File: src/rtl/uart_pixel_rx.sv
`default_nettype none
// ============================================================================
//  Module   : uart_pixel_rx
//  Purpose  : 8N1 UART receiver (LSB first) that assembles BPP consecutive
//             bytes into one SZ-bit pixel word. It emits a one-cycle done
//             strobe per pixel and a one-cycle strobe per framing error.
//  Revision : 1.0 - initial release
// ============================================================================
module uart_pixel_rx #(
   parameter int BPP          = 3,
   parameter int SZ           = 8 * BPP,
   parameter int CLKS_PER_BIT = 16
) (
   input  logic          clock,
   input  logic          reset_n,
   input  logic          data_rx,
   output logic [SZ-1:0] data_out,
   output logic          done_flag,
   output logic          active_flag,
   output logic          error_flag
);

   localparam int TW = (CLKS_PER_BIT > 1) ? $clog2(CLKS_PER_BIT) : 1;
   localparam logic [TW-1:0] c_TICK_LAST = TW'(CLKS_PER_BIT - 1);
   localparam logic [TW-1:0] c_TICK_HALF = TW'(CLKS_PER_BIT / 2 - 1);
   localparam logic [1:0]    c_LAST_BYTE = 2'(BPP - 1);

   typedef enum logic [2:0] {
      S_IDLE      = 3'd0,
      S_START     = 3'd1,
      S_DATA      = 3'd2,
      S_STOP      = 3'd3,
      S_WAIT_IDLE = 3'd4
   } state_t;

   state_t          r_state;
   logic [1:0]      r_sync;
   logic [TW-1:0]   r_tick;
   logic [2:0]      r_bit_idx;
   logic [1:0]      r_byte_idx;
   logic [7:0]      r_shift;
   logic [SZ-1:0]   r_pixel;
   logic [SZ-1:0]   w_pixel_next;
   logic            w_rx_s;

   assign w_rx_s = r_sync[1];

   // Two-flop synchroniser; the line idles high, so reset to ones.
   always_ff @(posedge clock) begin
      if (!reset_n) begin
         r_sync <= 2'b11;
      end else begin
         r_sync <= {r_sync[0], data_rx};
      end
   end

   // Pixel buffer with the just-received byte dropped into the current slot.
   always_comb begin
      w_pixel_next = r_pixel;
      for (int i = 0; i < BPP; i++) begin
         if (r_byte_idx == 2'(i)) begin
            w_pixel_next[8*i +: 8] = r_shift;
         end
      end
   end

   // Receive FSM: bit timing, byte assembly, pixel hand-off and error flags.
   always_ff @(posedge clock) begin
      if (!reset_n) begin
         r_state     <= S_IDLE;
         r_tick      <= '0;
         r_bit_idx   <= '0;
         r_byte_idx  <= '0;
         r_shift     <= '0;
         r_pixel     <= '0;
         data_out    <= '0;
         done_flag   <= 1'b0;
         active_flag <= 1'b0;
         error_flag  <= 1'b0;
      end else begin
         done_flag  <= 1'b0;
         error_flag <= 1'b0;
         case (r_state)
            S_IDLE: begin
               // No dead cycles here so a back-to-back start bit is caught.
               if (!w_rx_s) begin
                  r_state     <= S_START;
                  r_tick      <= '0;
                  active_flag <= 1'b1;
               end
            end
            S_START: begin
               if (r_tick == c_TICK_HALF) begin
                  if (!w_rx_s) begin
                     r_state   <= S_DATA;
                     r_tick    <= '0;
                     r_bit_idx <= '0;
                  end else begin
                     // Start bit did not hold to mid-bit: treat as a glitch.
                     r_state     <= S_IDLE;
                     active_flag <= 1'b0;
                  end
               end else begin
                  r_tick <= r_tick + 1'b1;
               end
            end
            S_DATA: begin
               if (r_tick == c_TICK_LAST) begin
                  r_tick             <= '0;
                  r_shift[r_bit_idx] <= w_rx_s;
                  if (r_bit_idx == 3'd7) begin
                     r_state <= S_STOP;
                  end else begin
                     r_bit_idx <= r_bit_idx + 1'b1;
                  end
               end else begin
                  r_tick <= r_tick + 1'b1;
               end
            end
            S_STOP: begin
               if (r_tick == c_TICK_LAST) begin
                  r_tick      <= '0;
                  active_flag <= 1'b0;
                  if (w_rx_s) begin
                     r_pixel <= w_pixel_next;
                     r_state <= S_IDLE;
                     if (r_byte_idx == c_LAST_BYTE) begin
                        data_out   <= w_pixel_next;
                        done_flag  <= 1'b1;
                        r_byte_idx <= '0;
                     end else begin
                        r_byte_idx <= r_byte_idx + 1'b1;
                     end
                  end else begin
                     // Framing error: drop the partial pixel, keep data_out.
                     error_flag <= 1'b1;
                     r_byte_idx <= '0;
                     r_state    <= S_WAIT_IDLE;
                  end
               end else begin
                  r_tick <= r_tick + 1'b1;
               end
            end
            S_WAIT_IDLE: begin
               // A held-low break must not retrigger, so wait for idle high.
               if (w_rx_s) begin
                  r_state <= S_IDLE;
               end
            end
            default: begin
               r_state     <= S_IDLE;
               active_flag <= 1'b0;
            end
         endcase
      end
   end

endmodule
`default_nettype wire

File: config.mk
export PLATFORM = sky130hd
export DESIGN_NAME = uart_pixel_rx
export DESIGN_NICKNAME = d
export VERILOG_FILES = /design/src/rtl/uart_pixel_rx.sv
export SDC_FILE = /design/constraint.sdc
export NUM_CORES = 1
export LEC_CHECK = 0
export CAP_MARGIN = 40
export CORE_UTILIZATION = 54
export CTS_BUF_LIST = sky130_fd_sc_hd__clkbuf_4 sky130_fd_sc_hd__clkbuf_8 sky130_fd_sc_hd__clkbuf_16
export DETAILED_ROUTE_END_ITERATION = 8
export PLACE_DENSITY = 0.77
export REMOVE_ABC_BUFFERS = 1
export SETUP_SLACK_MARGIN = 0.02
export SLEW_MARGIN = 20
export SYNTH_ARGS = -nofsm -noshare
export SYNTH_HDL_FRONTEND = slang
export SYNTH_SLANG_ARGS = --single-unit
File: constraint.sdc
create_clock -name clock -period 2.23 [get_ports clock]
set_input_delay 0.5575 -clock clock [delete_from_list [all_inputs] [get_ports clock]]
set_output_delay 0.5575 -clock clock [all_outputs]
set_load 0.005 [all_outputs]
==> impl_metrics.toml, run 1 <==
[pwr]
seqPwrFrac_pct = 53.4
intPower_mw = 1.72
power.share.combinational_pct = 2.1
ir_worst_vdd_mv = 0.508
p_leak_nw = 1.10
p_clk_share_pct = 44.4
p_switching_mw = 0.472
power_density_nw_per_um2 = 713
switching_share_pct = 21.5

[setup_path]
crit_path_end_kind = "register"
critPathArrivalTime_ns = 2.09
crit_path_start = "r_tick[0]$_SDFFE_PN0P_"
cp_max_fo = 9
r2r_start = "r_tick[0]$_SDFFE_PN0P_"
rr_worst_depth = 6
worstReg2RegEnd = "r_byte_idx[1]$_SDFFE_PN0P_"
r2r_setup_slack_ns = 0.41
required_ns = 2.50
critPathLaunchType = "register"
path_class = "register to register"

[sta]
fmax_ghz = 0.549
slew_headroom_pct = 65.2
skew_ns = 0.00782
worst_pin_slew_ns = 0.521
rsz0062_at_grt = "no"
finalSetupTns_ns = 0
setup_viol = 0
hold_viol = 0
fin_crit_sh_pct = 81.8
whs_ns = 0.407
drv_slew = 0
period_needed_ns = 1.82

[detailed_routing]
wl_met3_um = 265
vias_per_cell = 5.54
ant_nets = 0
vias = 2079
wl_met2_um = 2210
drc = 4
wl_per_cell_um = 12.9
dr.first_iter.drc_count = 95
wirelength_um = 4840
highest-signal-layer = "met4"
m1WireLength_um = 2250
first_pass_iters = 6

[synth]
synth_area_leaders = "dfxtp_1 50%, o21ai_0 9.1%, nand3_1 8.5%, nand2_1 5.8%, mux2i_1 3.5%"
yosysMostFrequentCell = "dfxtp_1"
ys_warn_count = 0
synthCells = 295
synth_top_area_share_pct = 50.4
syn_area_um2 = 2580
ys.flop_type = "dfxtp_1"
ys_types = 36
synth-seq-cells = 65
synth_edf_count = 0
syn_avg_cell_area_um2 = 8.76
synth-seq-area-share_pct = 50.4
synth_area_leader_cell = "dfxtp_1"
async_flop_share_pct = 0
synth.top_cells.by_count = "65 x dfxtp_1, 47 x o21ai_0, 44 x nand3_1"

[hold_path]
holdPathEnd = "r_sync[1]$_SDFF_PN1_"
whs_path_depth = 1
hp-start = "r_sync[0]$_SDFF_PN1_"
hold_class = "register to register"

[floorplan]
dieArea_um2 = 5070
initial_core_util_pct = 57.7
die_w_um = 71.2
die_h_um = 71.2
core_region_area_um2 = 4470
top_level_ports = 30
fp-row-count = 24

[clocking]
h-tree-depth = 3
cts.sinks = 65
post-cts-setup-buffers = 0
cts_max_path_buffers = 2
cts_root_buffer = "clkbuf_8"
cts_made_buffers = 9
clock_latency_ns = 0.34
cts_hold_buf = 0
cts_tree = "done"
cts_resized = 0
clk_pin_slew_ns = 0.07

[global_routing]
grt_overflow_total = 0
track_usage_pct = 21.5
antenna_found_initial = 0
grt_max_degree = 51
grt_pass1_vias = 1892
grt_pass1_wl_um = 8410

[run_status]
violations = "design-rule violations"
status = "finished with violations"

[job]
maxCapViolCount = 0

[cells_and_area]
drive_gt1_share_pct = 8.98
syn_to_final_growth_pct = 18.8
nFillCells = 364
regArea_um2 = 1300
antennaDiodeCount = 0
nets = 325
multi_input_area_um2 = 1160

[placement]
hpwl_um = 3180
portBuffers = 29
gp_congestion = 0.825
-- state kept, by name, summed over array words and instances (netlist names) --
name / count
r_tick: 4
r_bit_idx: 3
done_flag: 1
active_flag: 1
r_pixel: 16
r_byte_idx: 2
r_sync: 2
r_shift: 8
error_flag: 1
r_state: 3
data_out: 24
-- per-stage QoR --
stage          setup WS (ns)  instances  cell area (um^2)  util, %  power [mW]
4_1_cts                0.387        375              3070     68.6        2.21
5_1_grt                0.166        375              3070     68.6        2.26
6_report               0.407        375              3070     68.6        2.19
2_1_floorplan          0.399        272              2470        -        1.21
3_3_place_gp           0.465        360              2880     64.3        1.24
3_5_place_dp           0.410        360              2880     64.3        1.24
-- metal layers --
metal	vias up	track usage, %
met5	-	0
met4	0	11.3
met3	10	5.13
met2	55	35.6
met1	936	25.9
li1	1078	-
-- power by group through the flow --
stage | registers [mW] | logic (mW) | clock network [mW]
after floorplan | 1.19 | 0.0155 | 0
after global placement | 1.20 | 0.0450 | 0
after detailed placement | 1.20 | 0.0459 | 0
after CTS | 1.17 | 0.0460 | 0.995
after global routing | 1.17 | 0.0519 | 1.04
final | 1.17 | 0.0461 | 0.973
-- kinds of logic (layout without fill, tap and decap cells) --
family          after synthesis  after routing  synth area share, %
simple gates                127            127                 26.3
flops                        65             65                 50.4
compound gates               64             64                 13.3
buf+inv                      26             54                 4.75
mux                           9              9                 3.49
fa+ha+maj                     3              3                 1.45
xor+xnor                      1              1                0.339
-- placed cells by master, fill, tap and decap left out, types with 2 or more instances in the layout --
cell | synthesis | layout
mux2i_1 | 9 | 9
a22oi_1 | 2 | 2
nor3b_1 | 2 | 2
ha_1 | 3 | 3
nor2b_1 | 6 | 6
nand3_1 | 44 | 44
nor2_1 | 8 | 8
inv_1 | 3 | 3
buf_4 | 0 | 7
clkbuf_8 | 0 | 10
o21ai_0 | 47 | 47
a21oi_1 | 7 | 7
nor3_1 | 5 | 5
clkinv_2 | 0 | 2
nand3b_1 | 3 | 3
and4b_1 | 4 | 4
nand2_1 | 40 | 40
nand2b_1 | 6 | 6
o22ai_1 | 3 | 3
dfxtp_1 | 65 | 65
clkdlybuf4s50_1 | 0 | 28
-- worst max-delay path: stages (launching register included) --
cell,delay (ns)
dfxtp_1,0.37
ha_1,0.33
nand4b_4,0.17
nor4_4,0.48
buf_4,0.24
a21oi_1,0.05
nor2b_1,0.12
-- worst max path at each step --
stage	endpoint	slack [ns]	cells past startpoint
after floorplan	data_out[0]$_SDFFE_PN0P_	0.40	5
after global placement	r_pixel[15]$_SDFFE_PN0P_	0.47	6
after detailed placement	r_byte_idx[1]$_SDFFE_PN0P_	0.41	6
after CTS	r_byte_idx[1]$_SDFFE_PN0P_	0.39	6
after global routing	r_pixel[13]$_SDFFE_PN0P_	0.17	6
final	r_byte_idx[1]$_SDFFE_PN0P_	0.41	6
-- final cells by class --
class	instances	share of cell area (%)
Tap cell	52	2.12
Sequential cell	65	42.4
Multi-Input combinational cell	204	37.8
Clock buffer	10	4.48
Clock inverter	5	1.83
Inverter	3	0.367
Timing Repair Buffer	36	11.0
(Power assumes the default switching activity.)
==> run 2, diff against run 1 <==
- CORE_UTILIZATION: 54 -> 49
- PLACE_DENSITY: 0.77 -> 0.74
- clock period: 2.23 -> 1.6 ns (I/O delays scaled with it)
==> impl_metrics.toml, run 2 (synthesized netlist as in run 1, its figures left out) <==
[run_status]
status = "complete, no violations"

[detailed_routing]
vias = 2163
wirelength_um = 5270
wl_per_cell_um = 13.0
drc = 0
ant_nets = 0
first_pass_iters = 4
dr.first_iter.drc_count = 131
vias_per_cell = 5.34

[sta]
drv_slew = 0
finalSetupTns_ns = 0
setup_viol = 0
fin_crit_sh_pct = 95.4
period_needed_ns = 1.53
hold_viol = 0
worst_pin_slew_ns = 0.314
rsz0062_at_grt = "yes"
skew_ns = 0.0115
fmax_ghz = 0.655
slew_headroom_pct = 79.0

[global_routing]
track_usage_pct = 21.3
use_met3_pct = 6.02
antenna_found_initial = 0
grt.busiest_layer = "met2"
grt_pass1_wl_um = 8760
grt_overflow_total = 0
grt_util_met1_pct = 27.2
grt_pass1_vias = 1912
gr-usage-met2_pct = 33.5
grt_max_degree = 59

[setup_path]
path_delay_family = "buffers and inverters"
crit_path_end_kind = "primary output"
critPathLaunchType = "register"
path_class = "register to primary output"
cp_max_fo = 1
worstPathCellList = "clkdlybuf4s50_1"
cp.buffers_inverters = 1
required_ns = 1.20
max_stage_delay_ns = 0.49
critPathArrivalTime_ns = 1.13
slowest_stage = "clkdlybuf4s50_1"

[clocking]
clk_pin_slew_ns = 0.07
cts_max_path_buffers = 2
clock_latency_ns = 0.34
h-tree-depth = 3
cts_made_buffers = 9
post-cts-setup-buffers = 0
cts.sinks = 65
cts_tree = "done"
cts_root_buffer = "clkbuf_8"
cts_hold_buf = 0

[cells_and_area]
nets = 336
largest_reg_flops = 24
stdcell_area_um2 = 3290
final_cell_mix = "54 x dfxtp_1, 47 x o21ai_0, 43 x nand3_1"
final_common_cell = "dfxtp_1"
syn_to_final_growth_pct = 27.4
drive_gt1_share_pct = 17.6
antennaDiodeCount = 0
top_regs = "data_out: 24 flops, r_pixel: 16 flops, r_shift: 8 flops"
regMostFlops = "data_out"

[hold_path]
hold_class = "register to register"

[floorplan]
die_w_um = 74.6
initial_core_util_pct = 50.6
die_h_um = 74.6
dieArea_um2 = 5570
core_region_area_um2 = 5110
top_level_ports = 30
fp-row-count = 26

[placement]
portBuffers = 29
hpwl_um = 3440
placed_area_um2 = 2990
gp_congestion = 0.837

[pwr]
power.total_mw = 3.06
ir_worst_vdd_mv = 0.580
power_density_nw_per_um2 = 931
p_leak_nw = 1.56

[job]
maxCapViolCount = 0
## run 2: final cells by class
cell class / count / area [um^2]
clock inverter: 5 / 56.3
inverter: 3 / 11.3
multi-input combinational: 204 / 1200
fill: 443 / 1820
clock buffer: 11 / 139
tap: 70 / 87.6
sequential: 65 / 1320
timing repair buffer: 47 / 484
## run 2: repair_timing
action / CTS / global route
resized for setup: 17 / 30
setup endpoints to repair: 44 / 66
pin swaps: 0 / 1
gates cloned: 0 / 0
## run 2: final timing paths
check | from | cells after the start | slack, ns | endpoint
max | error_flag$_SDFF_PN0_ | 1 | 0.07 | error_flag
min | r_sync[0]$_SDFF_PN1_ | 1 | 0.41 | r_sync[1]$_SDFF_PN1_
max reg2reg | r_state[1]$_SDFFE_PN0P_ | 4 | 0.11 | r_shift[2]$_SDFFE_PN0P_
min reg2reg | r_sync[0]$_SDFF_PN1_ | 1 | 0.41 | r_sync[1]$_SDFF_PN1_
## run 2: metrics by stage
| step | worst slack (ns) | utilization, % | instances | hold WS (ns) |
|---|---|---|---|---|
| after floorplan | -0.231 | - | 272 | 0.386 |
| after global placement | -0.0331 | 58.6 | 389 | 0.389 |
| after detailed placement | -0.0827 | 58.6 | 389 | 0.392 |
| after CTS | 0.00449 | 62.7 | 405 | 0.401 |
| after global routing | 0.00501 | 64.5 | 405 | 0.426 |
| final | 0.0733 | 64.5 | 405 | 0.406 |
## run 2: layer usage
layer | up-vias | part of all wire (%)
met5 | - | 0
met4 | 0 | 1.8
met3 | 6 | 4.5
met2 | 46 | 47
met1 | 1008 | 47
li1 | 1103 | -
## run 2: where the power goes
group          switching (mW)  internal, mW
clock                   0.610         0.751
combinational          0.0491        0.0272
sequential            0.00409          1.62
==> run 3, diff against run 2 <==
- GPL_TIMING_DRIVEN: unset -> 0
- SETUP_SLACK_MARGIN: 0.02 -> 0.3
==> impl_metrics.toml, run 3 (synthesized netlist as in run 1, its figures left out) <==
[placement]
placedCellCount = 372
portBuffers = 29
hpwl_um = 2890
place_worst_setup_slack_ns = -0.732
gp_congestion = 0.807

[pwr]
intPower_mw = 2.54
switching_share_pct = 22.0
ir_worst_vdd_mv = 0.702
p_leak_nw = 1.35
seqPwrFrac_pct = 49.8
power.total_mw = 3.25
power_density_nw_per_um2 = 877
p_switching_mw = 0.716
p_clk_share_pct = 47.8
power.share.combinational_pct = 2.3

[cells_and_area]
nets = 359
final_common_cell = "nand2_1"
regMostFlops = "data_out"
final_cell_mix = "39 x nand2_1, 37 x nand3_1, 33 x dfxtp_2"
antennaDiodeCount = 0
largest_reg_flops = 24
drive_gt1_share_pct = 46.1
layoutNonFillerInstCount = 428
syn_to_final_growth_pct = 43.7
top_regs = "data_out: 24 flops, r_pixel: 16 flops, r_shift: 8 flops"

[sta]
rsz0062_at_grt = "yes"
fmax_ghz = 0.593
drv_slew = 0
worst_slack_ns = -0.0867
hold_viol = 0
slew_headroom_pct = 60.0
setup_viol = 3
whs_ns = 0.409
finalSetupTns_ns = -0.182
skew_ns = 0.0141
fin_crit_sh_pct = 105
period_needed_ns = 1.69
worst_pin_slew_ns = 0.601

[setup_path]
r2r_setup_slack_ns = -0.09
path_class = "register to register"
critPathArrivalTime_ns = 1.90
path_delay_family = "compound AO/OA/AOI/OAI gates"
crit_path_start = "r_bit_idx[0]$_SDFFE_PN0P_"
max_stage_delay_ns = 0.41
required_ns = 1.81
critPathLaunchType = "register"
cp.buffers_inverters = 0
cp_max_fo = 3
slowest_stage = "a211oi_2"
worstReg2RegEnd = "r_bit_idx[1]$_SDFFE_PN0P_"
worstPathCellList = "ha_2, ha_2, nor2b_4, a22oi_2, a211oi_2, o21ai_1"
crit_path_end_kind = "register"
rr_worst_depth = 6
path_common_cell = "ha_2"
r2r_start = "r_bit_idx[0]$_SDFFE_PN0P_"

[clocking]
clk_pin_slew_ns = 0.08
cts_tree = "done"
clock_latency_ns = 0.35
h-tree-depth = 3
cts.sinks = 65
cts_made_buffers = 9
cts_max_path_buffers = 2
cts_hold_buf = 0
cts_root_buffer = "clkbuf_8"

[floorplan]
dieArea_um2 = 5570
die_w_um = 74.6
top_level_ports = 30
fp-row-count = 26
initial_core_util_pct = 50.6
core_region_area_um2 = 5110
die_h_um = 74.6

[global_routing]
track_usage_pct = 28.6
grt_max_degree = 83
antenna_found_initial = 0
grt_pass1_wl_um = 11600
grt_pass1_vias = 2375
grt_overflow_total = 0

[hold_path]
whs_path_depth = 1
holdPathEnd = "r_sync[1]$_SDFF_PN1_"
hp-start = "r_sync[0]$_SDFF_PN1_"
hold_class = "register to register"

[detailed_routing]
drc = 0
dr.first_iter.drc_count = 260
ant_nets = 0
wl_per_cell_um = 17.9
vias_per_cell = 5.87
vias = 2514
first_pass_iters = 5
wirelength_um = 7640

[job]
maxCapViolCount = 0

[run_status]
status = "finished with violations"
violations = "negative setup slack"
==> run 3: final cells by class <==
class / count / area, um^2
repair buffers: 63 / 517
fillers: 379 / 1400
well taps: 70 / 87.6
multi-input cells: 211 / 1520
clock inverters: 6 / 92.6
inverters: 3 / 11.3
flip-flops and latches: 65 / 1360
clock buffers: 10 / 131
==> run 3: timing repair <==
action,in CTS,in global routing
pin swaps,22,19
buffers inserted,30,3
setup endpoints to repair,89,84
cloned,7,0
resized for setup,159,54
==> run 3: power by group through the flow <==
stage | sequential, mW | combinational [mW] | clock (mW)
2_1_floorplan | 1.66 | 0.0216 | 0
3_3_place_gp | 1.67 | 0.0617 | 0
3_5_place_dp | 1.67 | 0.0604 | 0
4_1_cts | 1.62 | 0.0735 | 1.56
5_1_grt | 1.62 | 0.0822 | 1.64
6_report | 1.62 | 0.0758 | 1.56
==> run 3: worst max-delay path by stage <==
stage	end	cells past startpoint	slack, ns
after floorplan	data_out[0]$_SDFFE_PN0P_	5	-0.23
after CTS	r_shift[3]$_SDFFE_PN0P_	5	0.1
after global routing	r_bit_idx[1]$_SDFFE_PN0P_	6	-0.09
after detailed placement	data_out[9]$_SDFFE_PN0P_	5	-0.73
final	r_bit_idx[1]$_SDFFE_PN0P_	6	-0.09
after global placement	r_shift[7]$_SDFFE_PN0P_	3	-2.15
==> run 3: worst register-to-register path, delay by kind of cell, from the launching register on <==
kind	cells	cell delay [ns]
compound gates	3	0.63
fa+ha+maj	2	0.41
flops	1	0.36
simple gates	1	0.15
==> run 3: per-stage QoR <==
stage          instance area [um^2]  utilization (%)
2_1_floorplan                  2470                -
3_3_place_gp                   2850             55.8
3_5_place_dp                   2860             55.9
4_1_cts                        3680             72.1
5_1_grt                        3710             72.7
6_report                       3710             72.7
==> run 3: layer usage <==
layer	share of wire (%)	GRT usage, %
met5	0	0
met2	50	46.6
met4	3.2	15.7
met1	40	34.8
met3	6.6	6.96
==> variant 1, RTL diff (flow settings as in run 2) <==
The parameter `CLKS_PER_BIT` goes from 16 to 32.
--- a/src/rtl/uart_pixel_rx.sv
+++ b/src/rtl/uart_pixel_rx.sv
@@ -9,7 +9,7 @@
 module uart_pixel_rx #(
    parameter int BPP          = 3,
    parameter int SZ           = 8 * BPP,
-   parameter int CLKS_PER_BIT = 16
+   parameter int CLKS_PER_BIT = 32
 ) (
    input  logic          clock,
    input  logic          reset_n,
Check against the original RTL: same outputs for any inputs over 10 cycles, from zero or initial values and one cycle with reset_n low; that may be too few to reach the edited logic, so the function may still have changed.
==> variant 1 against run 2 <==
The flow now finishes with violations (negative setup slack); worst setup slack got worse by 330 ps; critical path type is now register to register; critical endpoint is now data_out[9]; sequential cell count is 1 higher; area after synthesis up 3.4%; power is 2.5% higher; routed wire length rose by 19%; maximum frequency decreased by 18%; design area grew 15%.
==> variant 1: results (changes against run 2) <==
share of layout cells above drive strength 1: 26.3% (was 17.6%)
Leak: 1.99 nW (was 1.56 nW)
failing checks: negative setup slack
mux contribution to synthesized area: 19.2% (was 3.49%)
most frequent cells after synthesis: dfxtp_1, nand2_1, mux2i_1, clkbuf_1, nor2_1 (was dfxtp_1, o21ai_0, nand3_1, nand2_1, clkbuf_1)
slowest CP cell: dfxtp_2 (was clkdlybuf4s50_1)
Area contributors post-synth: dfxtp_1, mux2i_1, nand2_1 (was dfxtp_1, o21ai_0, nand3_1)
pre-CTS WS: -298 ps (was -82.7 ps)
Synth cell types: 40 (was 36)
FF-to-FF Start: r_tick[0] (was r_state[1])
routability cong.: 0.804 (was 0.837)
DP HPWL: 3330 um (was 3440 um)
Setup TNS: -12500 ps (was 0 ps)
via count: 2132 (was 2163)
Max Clock Skew: 7.50 ps (was 11.5 ps)
first-pass GRT wire length: 9590 um (was 8760 um)
Critical Path Sink: data_out[9] (was error_flag)
number of global-route vias before repair: 2001 (was 1912)
Setup WS post-layout: -252 ps (was 73.3 ps)
Critical Path AT: 2080 ps (was 1130 ps)
Peak VDD IR: 0.661 mV (was 0.580 mV)
Rel. slew slack: 68.3% (was 79.0%)
post-synthesis compound-gate area fraction: 5.57% (was 13.3%)
Worst Path Max Fanout: 6 (was 1)
status: finished, violations left (was finished clean)
Worst Hold Slack: 413 ps (was 406 ps)
count of final setup violators: 62 (was 0)
Seq/Total Area, Yosys: 49.4% (was 50.4%)
xor and xnor area share after synthesis: 0% (was 0.339%)
adder-cell share of the synthesized area: 2.81% (was 1.45%)
worst r2r path cells: 9 (was 4)
largest net degree at the start of global routing: 37 (was 59)
drt wl/cell: 15.6 um (was 13.0 um)
[variant 1: cell count changes in the layout (fill, tap and decap cells not counted), moves of 4 or more]
cell            change
dfxtp_2             -7
dlymetal6s2s_1      -4
buf_4              +11
mux2i_1            +38
dfxtp_1             +8
a21oi_1             -5
nand2_1            +24
nand3_1            -41
nor2_1              -4
buf_12              +4
o21ai_0            -46
dlygate4sd2_1       +4
[variant 1: final cells by class]
type                            count  area [sq um]
Fill cell                         346          1370
Timing Repair Buffer               66           729
Clock buffer                       10           138
Inverter                            3          11.3
Multi-Input combinational cell    184          1450
Tap cell                           70          87.6
Sequential cell                    66          1330
Clock inverter                      5          55.1
[variant 1: cell families (layout without fill, tap and decap cells)]
family,count (synthesis),after routing
and+or+nand+nor,107,107
muxes,50,50
adders and majority gates,6,6
DFF,66,66
AOI/OAI and AO/OA,21,21
buffers and inverters,20,84
[variant 1: what timing repair did]
item                                    4_1_cts  5_1_grt
buffers inserted                             10        1
endpoints found under the setup margin       72       77
pin swaps                                     9        4
gates resized for setup                      56       22
cloned                                        3        0
[variant 1: stage by stage]
stage,power (mW),std cells
finish,3.14,404
global route,3.25,404
CTS,3.15,403
detailed placement,1.78,375
global placement,1.78,375
floorplan,1.72,253
[variant 1: power by group]
group / internal, mW / total [mW] / switching, mW
combinational: 0.0481 / 0.112 / 0.0641
sequential: 1.65 / 1.66 / 0.00867
clock: 0.747 / 1.37 / 0.622
[variant 1: worst min-delay path by stage]
stage | from | to | cells after the start
after floorplan | r_sync[0] | r_sync[1] | 1
after global routing | r_sync[0] | r_sync[1] | 1
final | r_sync[0] | r_sync[1] | 1
after CTS | r_sync[0] | r_sync[1] | 1
after global placement | r_sync[0] | r_sync[1] | 1
after detailed placement | r_sync[0] | r_sync[1] | 1
[variant 1: routing by layer]
layer  wire length, um  global-route usage [%]  vias up
met5                 0                       0        -
met4               172                    12.3        0
met3               189                    4.89       17
met2              3130                    37.6       45
met1              2800                    29.1     1020
li1                  -                       -     1050
[variant 1: worst max-delay path: cells and delay by family (launching register included)]
family	cells	cell delay (ps)
DFF	1	360
adders and majority gates	2	270
buffers and inverters	2	280
muxes	1	120
and+or+nand+nor	4	710
==> variant 2, RTL diff (flow settings as in run 2) <==
Made on the original files. Re-encode `state_t` (5 states) as one-hot, 5 bits wide.
--- a/src/rtl/uart_pixel_rx.sv
+++ b/src/rtl/uart_pixel_rx.sv
@@ -25,12 +25,12 @@
    localparam logic [TW-1:0] c_TICK_HALF = TW'(CLKS_PER_BIT / 2 - 1);
    localparam logic [1:0]    c_LAST_BYTE = 2'(BPP - 1);
 
-   typedef enum logic [2:0] {
-      S_IDLE      = 3'd0,
-      S_START     = 3'd1,
-      S_DATA      = 3'd2,
-      S_STOP      = 3'd3,
-      S_WAIT_IDLE = 3'd4
+   typedef enum logic [4:0] {
+      S_IDLE      = 5'b00001,
+      S_START     = 5'b00010,
+      S_DATA      = 5'b00100,
+      S_STOP      = 5'b01000,
+      S_WAIT_IDLE = 5'b10000
    } state_t;
 
    state_t          r_state;
Behaviour: same outputs for any inputs over 10 cycles, from zero or initial values and one cycle with reset_n low; not proved beyond that.
==> variant 2 against run 2 <==
The run now ends with negative setup slack left; hold slack got worse by 33 ps; sequential share of layout area decreased by 9.4 points; global-route usage rose by 5.8 points; routed wire length increased by 63%; sequential cell count is 2 higher; worst setup slack got worse by 300 ps; via count grew 35%; clock skew is 4.9 ps lower; area after synthesis is 20% higher; design area increased by 36%; critical path type is now register to register.
Power is not compared: it rests on default switching activity, and its combinational part moved more than twofold at a synthesized area within 25%.
==> variant 2: results (changes against run 2) <==
reg2reg end: r_tick[2] (was r_shift[2])
first-pass GRT wire length: 13200 um (was 8760 um)
via count: 2930 (was 2163)
PortBufs: 29 (unchanged)
WL final: 8610 um (was 5270 um)
Area contributors post-synth: dfxtp_1, nand2_1, a21boi_0 (was dfxtp_1, o21ai_0, nand3_1)
Critical Path AT: 2070 ps (was 1130 ps)
Synth cell types: 53 (was 36)
CTS Buf Count: 9 (unchanged)
Hold Path Class: input pin to register (was register to register)
most frequent cells after synthesis: nand2_1, dfxtp_1, a21boi_0, a21boi_1, clkbuf_1 (was dfxtp_1, o21ai_0, nand3_1, nand2_1, clkbuf_1)
status: finished, violations left (was finished clean)
number of global-route vias before repair: 2754 (was 1912)
slowest CP cell: dfxtp_2 (was clkdlybuf4s50_1)
worst r2r path cells: 8 (was 4)
drt wl/cell: 16.5 um (was 13.0 um)
share of layout cells above drive strength 1: 38.9% (was 17.6%)
Seq/Total Area, Yosys: 43.1% (was 50.4%)
count of final setup violators: 57 (was 0)
Worst Path Max Fanout: 5 (was 1)
worst skew pair latency: 360 ps (was 340 ps)
Avg Inst Size Synth: 8.45 sq um (was 8.76 sq um)
Setup WS post-layout: -223 ps (was 73.3 ps)
gr usage total: 27.1% (was 21.3%)
critical hold path startpoint: reset_n (was r_sync[0])
Hold Crit Depth: 2 (was 1)
DP HPWL: 4890 um (was 3440 um)
failing checks: negative setup slack
Max Clock Skew: 6.54 ps (was 11.5 ps)
nets: 448 (was 336)
worst-margin pin slew: 443 ps (was 314 ps)
routability cong.: 0.863 (was 0.837)
FF-to-FF Start: r_tick[1] (was r_state[1])
largest net degree at the start of global routing: 38 (was 59)
max incr delay on CP: 340 ps (was 490 ps)
CTS max path bufs: 2 (unchanged)
Initial DRC Count: 158 (was 131)
placed cell count: 494 (was 389)
-- variant 2: worst max-delay path by stage --
| stage | from | end | slack, ps | cells past startpoint |
|---|---|---|---|---|
| 2_1_floorplan | r_tick[0] | data_out[0] | -410 | 6 |
| 3_3_place_gp | r_tick[0] | r_byte_idx[1] | -240 | 6 |
| 3_5_place_dp | r_tick[1] | r_byte_idx[1] | -290 | 6 |
| 4_1_cts | r_tick[1] | data_out[22] | -210 | 9 |
| 5_1_grt | r_tick[0] | data_out[5] | -290 | 9 |
| 6_report | r_tick[1] | r_tick[2] | -220 | 8 |
-- variant 2: timing repair --
item                                    4_1_cts  5_1_grt
gates cloned                                  4        0
endpoints found under the setup margin       85       71
hold buffers                                  0        0
setup buffers                                 6        3
gates resized for setup                     123       44
pin swaps                                    63       17
-- variant 2: final cells by class --
type | instances | area [sq um]
Multi-Input combinational cell | 271 | 1960
Fill cell | 405 | 1550
Sequential cell | 67 | 1370
Timing Repair Buffer | 90 | 831
Clock buffer | 9 | 124
Tap cell | 75 | 93.8
Clock inverter | 7 | 91.3
Inverter | 3 | 11.3
-- variant 2: report_power, final --
group | switching, mW | internal (mW)
Combinational | 0.0989 | 0.100
Clock | 0.707 | 0.874
Sequential | 0.0123 | 1.67
Total | 0.818 | 2.65
-- variant 2: worst max-delay path, delay by kind of cell (launching register included) --
family	cells	cell delay, ps
and+or+nand+nor	3	530
DFF	1	340
buffers and inverters	2	250
AOI/OAI and AO/OA	2	440
adders and majority gates	1	160
-- variant 2: logic make-up (layout without fill, tap and decap cells) --
logic type	count (synthesis)	after routing	synth area share (%)
flip-flops	67	67	43.1
XOR/XNOR	2	2	0.563
multiplexers	10	10	3.22
buffers and inverters	32	109	5.35
adder cells (fa/ha/maj)	3	3	1.21
AND/OR/NAND/NOR	177	179	29.0
AO/OA/AOI/OAI	77	77	17.5
-- variant 2: per-stage QoR --
stage	hold WS (ps)	setup TNS (ps)	cell area [sq um]	setup slack, ps
3_5_place_dp	391	-11350	3730	-287
3_3_place_gp	390	-9390	3730	-236
2_1_floorplan	386	-15180	2950	-413
6_report	373	-8090	4480	-223
5_1_grt	383	-12320	4480	-289
4_1_cts	370	-7960	4300	-211
-- variant 2: layer usage --
metal,vias to the layer above,global-route usage [%],wire (um)
met2,77,46.3,4390
li1,1417,-,-
met4,0,15.6,276
met3,21,5.78,344
met5,-,0,0
met1,1415,31.1,3610
